--- src/rtl/vec_overlap_scan.sv ---
// vec_overlap_scan: chunked AND-OR overlap detector returning hit and lowest match index.
// Define OVERLAP_COUNT_EN to add the match_cnt popcount output and its accumulator.
//
// state | meaning
// IDLE  | waiting for an operand pair, in_ready high
// SCAN  | evaluating one CHUNK-bit slice of a & b per cycle
// DONE  | result held on outputs until out_ready
module vec_overlap_scan #(
    parameter  int WIDTH  = 65,
    parameter  int CHUNK  = 16,
    localparam int NBEATS = (WIDTH + CHUNK - 1) / CHUNK,
    localparam int IDXW   = (WIDTH > 1) ? $clog2(WIDTH) : 1
`ifdef OVERLAP_COUNT_EN
    ,
    localparam int CNTW   = $clog2(WIDTH + 1)
`endif
) (
    input  logic             clk,
    input  logic             rst,
    input  logic             in_valid,
    output logic             in_ready,
    input  logic [WIDTH-1:0] a,
    input  logic [WIDTH-1:0] b,
    output logic             out_valid,
    input  logic             out_ready,
    output logic             hit,
    output logic [IDXW-1:0]  first_idx
`ifdef OVERLAP_COUNT_EN
    ,
    output logic [CNTW-1:0]  match_cnt
`endif
);

    localparam int BEATW = (NBEATS > 1) ? $clog2(NBEATS) : 1;
    localparam int PADW  = NBEATS * CHUNK;

    typedef enum logic [1:0] {IDLE, SCAN, DONE} state_t;

    state_t           state, state_nxt;
    logic [WIDTH-1:0] a_q, b_q;
    logic [BEATW-1:0] beat;
    logic [PADW-1:0]  and_pad;
    logic [CHUNK-1:0] slice;
    logic [IDXW-1:0]  slice_idx;
    logic             accept;
    logic             last_beat;

    assign in_ready  = (state == IDLE) & ~rst;
    assign out_valid = (state == DONE);
    assign accept    = in_valid & in_ready;
    assign last_beat = (beat == BEATW'(NBEATS - 1));

    always_ff @(posedge clk) begin
        if (rst) state <= IDLE;
        else     state <= state_nxt;
    end

    always_comb begin
        state_nxt = state;
        case (state)
            IDLE:    if (accept)    state_nxt = SCAN;
            SCAN:    if (last_beat) state_nxt = DONE;
            DONE:    if (out_ready) state_nxt = IDLE;
            default: state_nxt = IDLE;
        endcase
    end

    // Padding above WIDTH is zero so the last partial beat cannot produce a false match.
    always_comb begin
        and_pad            = '0;
        and_pad[WIDTH-1:0] = a_q & b_q;
        slice              = CHUNK'(and_pad >> (int'(beat) * CHUNK));
    end

    always_comb begin
        slice_idx = '0;
        for (int i = CHUNK - 1; i >= 0; i--) begin
            if (slice[i]) slice_idx = IDXW'(int'(beat) * CHUNK + i);
        end
    end

    always_ff @(posedge clk) begin
        if (rst) begin
            a_q       <= '0;
            b_q       <= '0;
            beat      <= '0;
            hit       <= 1'b0;
            first_idx <= '0;
        end else if (accept) begin
            a_q       <= a;
            b_q       <= b;
            beat      <= '0;
            hit       <= 1'b0;
            first_idx <= '0;
        end else if (state == SCAN) begin
            if (!last_beat) beat <= beat + 1'b1;
            if ((slice != '0) && !hit) begin
                hit       <= 1'b1;
                first_idx <= slice_idx;
            end
        end
    end

`ifdef OVERLAP_COUNT_EN
    logic [CNTW-1:0] slice_cnt;

    always_comb begin
        slice_cnt = '0;
        for (int i = 0; i < CHUNK; i++) begin
            slice_cnt = slice_cnt + CNTW'(slice[i]);
        end
    end

    always_ff @(posedge clk) begin
        if (rst || accept)       match_cnt <= '0;
        else if (state == SCAN)  match_cnt <= match_cnt + slice_cnt;
    end
`endif

endmodule
--- config.mk ---
export PLATFORM = sky130hd
export DESIGN_NAME = vec_overlap_scan
export DESIGN_NICKNAME = d
export VERILOG_FILES = /design/src/rtl/vec_overlap_scan.sv
export SDC_FILE = /design/constraint.sdc
export NUM_CORES = 1
export LEC_CHECK = 0
export CORE_MARGIN = 2
export CORE_UTILIZATION = 50
export DETAILED_ROUTE_END_ITERATION = 7
export GPL_TIMING_DRIVEN = 0
export PLACE_DENSITY = 0.8
export SETUP_SLACK_MARGIN = 0.02
export SLEW_MARGIN = 25
export SYNTH_ARGS = -nofsm -noshare
export SYNTH_HDL_FRONTEND = slang
export SYNTH_SLANG_ARGS = --single-unit
export TNS_END_PERCENT = 100
--- constraint.sdc ---
create_clock -name clk -period 2.84 [get_ports clk]
set_input_delay 0.568 -clock clk [delete_from_list [all_inputs] [get_ports clk]]
set_output_delay 0.568 -clock clk [all_outputs]
set_load 0.01 [all_outputs]
==> metrics.txt, run 1 <==
outcome finished, final reports clean; # nets final 1095; CORE AREA 11600 um2; Pins Over Slew Limit 0; CTS tree built; fillers 968; Placement Cell Area 7590 um2; crit end category register; Combinational Power Share 12.7%; headroom to the max-slew limit 57.9%; Period minus WS final 2.64 ns; post-synthesis compound-gate area fraction 18.8%; final WL 18700 um; Top Ports 144; Hold Slack 0.454 ns; Synth Area in XOR/XNOR 0.146%; RSZ-0062 raised after global routing false; largest area contributor in the netlist dfxtp_1; Met3 Routed Length 1510 um; sequential-to-total area share from yosys stat 47.8%; CP top delay family compound AO/OA/AOI/OAI gates; initial antenna violation count 0; critical-path cell list clkbuf_4 -> buf_2 -> nand3_1 -> o21ai_0 -> nor2_1 -> o22ai_1 -> nor3b_4 -> a21boi_4 -> mux2i_1; peak supply drop 405 uV; Post-synth ARST share 0%; Post-CTS Hold Fix Bufs 0; Final setup viols 0; postcts setup bufs 0; Placed Instances 1083; Pwr per Cell Area 638 nW/um2; Internal 3.98 mW; worst min path class register to register; Iter 0 DRT Violations 605; starting density of the core 51.8%; P_leak 2.89 nW; final worst slack 0.195 ns; Slowest-stage cell, CP dfxtp_2; clock share of power 46.0%; CTS Sinks 143; Reg2Reg Setup Slack 0.20 ns; fmax 378 MHz; Total GRT Usage 29.3%; Synth Area in Simple Gates 26.4%; main combinational cell family by area after synthesis simple AND/OR/NAND/NOR gates; M1 WL 8130 um; GPL Wtd Cong 0.935; WL per Instance 16.8 um; row count 39; Total Power 5.27 mW; Ys Warns 0; post-route cell area 8260 um2; Clock Path Buffers 2; Worst setup SP type register; synth top area cells dfxtp_1, nand2_1, a21oi_1, clkbuf_1, nand3_1; post-route insts no fill 1114; Die W 113 um; area added between synthesis and finish 37.8%; number of global-route vias before repair 5868; Synth Register Bits 143; Crit Path Class register to register; chip height 113 um; synthesized area 5990 um2; Resized cells post-CTS 2; Sw Share 24.5%; worst slack, placed -0.183 ns; Via Count 6226; DRC 0; vias per inst 5.59; TritonCTS Buffers 17; Yosys cell types 56; Yosys top cell area share 47.8%; most frequent cells after synthesis nand2_1, dfxtp_1, a21oi_1; CTS clk-pin slew, worst paths 0.06 ns; die footprint 12900 um2; slowest stage delay, CP 0.44 ns; first-pass GRT wire length 29000 um; max-capacitance violation count 0; ant diodes 0; post-route ant nets 0; worst endpoint data arrival time 3.00 ns; port buffer count 142; Final Hold Vio Count 0; Bufs and invs on worst path 2; syn nets 934; Top FF cell, synth dfxtp_1; Synth Area per Inst 7.51 um2; Worst Max-Slew Pin Slew 0.631 ns; DP HPWL 13700 um; P_sw 1.29 mW; sequential share of power 41.3%; CTS H-tree lvls 4; post-synthesis adder-cell area fraction 0.417%; layout cells sized above 1 5.46%; met2 wire len 8530 um; mux contribution to synthesized area 2.67%; Post-synth EDFFs 0; crit share post-route 93.1%; CP max FO 10; Post-Synthesis Cells 798; uppermost layer routed met4; top-count cell post-synth nand2_1; CTS root buffer clkbuf_16; Worst Clk Skew 0.00665 ns; largest net degree at the start of global routing 17; DRT Pass-1 Iters 8; Critical Path RT 3.19 ns; clk_lat worst skew 0.42 ns; GRT overflow 0
[worst register-to-register path: cells and delay by family, from the launching register on]
kind	cells	cell delay [ns]
mux	1	0.22
simple gates	3	0.47
buf+inv	2	0.58
compound gates	3	0.86
flops	1	0.44
[layout by cell type (no fill, tap or decap), drive strengths merged, types with 6 or more instances in the layout]
master | netlist | final
nor2 | 21 | 21
clkdlybuf4s50 | 0 | 142
nand4 | 6 | 6
nand2 | 314 | 314
nand3 | 19 | 19
clkbuf | 50 | 68
mux2i | 7 | 7
clkinv | 0 | 6
a21oi | 137 | 137
a31oi | 7 | 7
o21ai | 14 | 14
dfxtp | 143 | 143
[logic make-up (layout without fill, tap and decap cells)]
| group | count (synthesis) | count (layout) |
|---|---|---|
| simple gates | 387 | 387 |
| compound gates | 195 | 195 |
| flops | 143 | 143 |
| buf+inv | 59 | 232 |
| mux | 11 | 11 |
| fa+ha+maj | 2 | 2 |
| xor+xnor | 1 | 1 |
[routing by layer]
metal | GRT usage (%) | vias to the layer above
met5 | 0 | -
met4 | 12.4 | 0
met3 | 5.31 | 45
met2 | 46.3 | 305
met1 | 39.5 | 2850
li1 | - | 3026
[power groups by stage]
stage | Clock, mW | Combinational [mW] | Sequential, mW
floorplan | 0 | 0.340 | 2.20
global placement | 0 | 0.643 | 2.21
detailed placement | 0 | 0.649 | 2.22
CTS | 2.41 | 0.657 | 2.17
global route | 2.51 | 0.730 | 2.19
finish | 2.43 | 0.671 | 2.18
[metrics by stage]
step           setup TNS (ns)  util [%]
4_1_cts                     0      71.2
3_3_place_gp            -9.54      65.7
5_1_grt                     0      71.4
6_report                    0      71.4
3_5_place_dp            -7.70      65.7
2_1_floorplan               0         -
[sequential cells by signal, summed over array words and instances, names as in the netlist]
| register | flops |
|---|---|
| a_q | 65 |
| b_q | 65 |
| first_idx | 7 |
| beat | 3 |
| state | 2 |
| hit | 1 |
[path summary, 6_finish.rpt]
kind,from,end,cells after the start
max,beat[0],first_idx[5],9
max reg2reg,beat[0],first_idx[5],9
min reg2reg,a_q[39],a_q[39],2
min,a_q[39],a_q[39],2
[layout make-up]
class                      count  area [um2]  share of cell area (%)
buffer                        55         220                    2.67
clock buffer                  17         425                    5.15
sequential                   143        2860                    34.7
clock inverter                14         215                    2.61
multi-input combinational    596        2920                    35.4
inverter                       4        15.0                   0.182
tap                          143         179                    2.17
timing repair buffer         142        1420                    17.2
Note: power is estimated with default switching activity, not from simulation.
==> run 2, diff against run 1 <==
--- a/config.mk
+++ b/config.mk
@@ -11,6 +11,7 @@
 export GPL_TIMING_DRIVEN = 0
 export PLACE_DENSITY = 0.8
 export SETUP_SLACK_MARGIN = 0.02
+export SKIP_LAST_GASP = 1
 export SLEW_MARGIN = 25
 export SYNTH_ARGS = -nofsm -noshare
 export SYNTH_HDL_FRONTEND = slang
==> results of run 2 <==
Same layout as run 1: the final DEF is identical, and so are final timing and power.
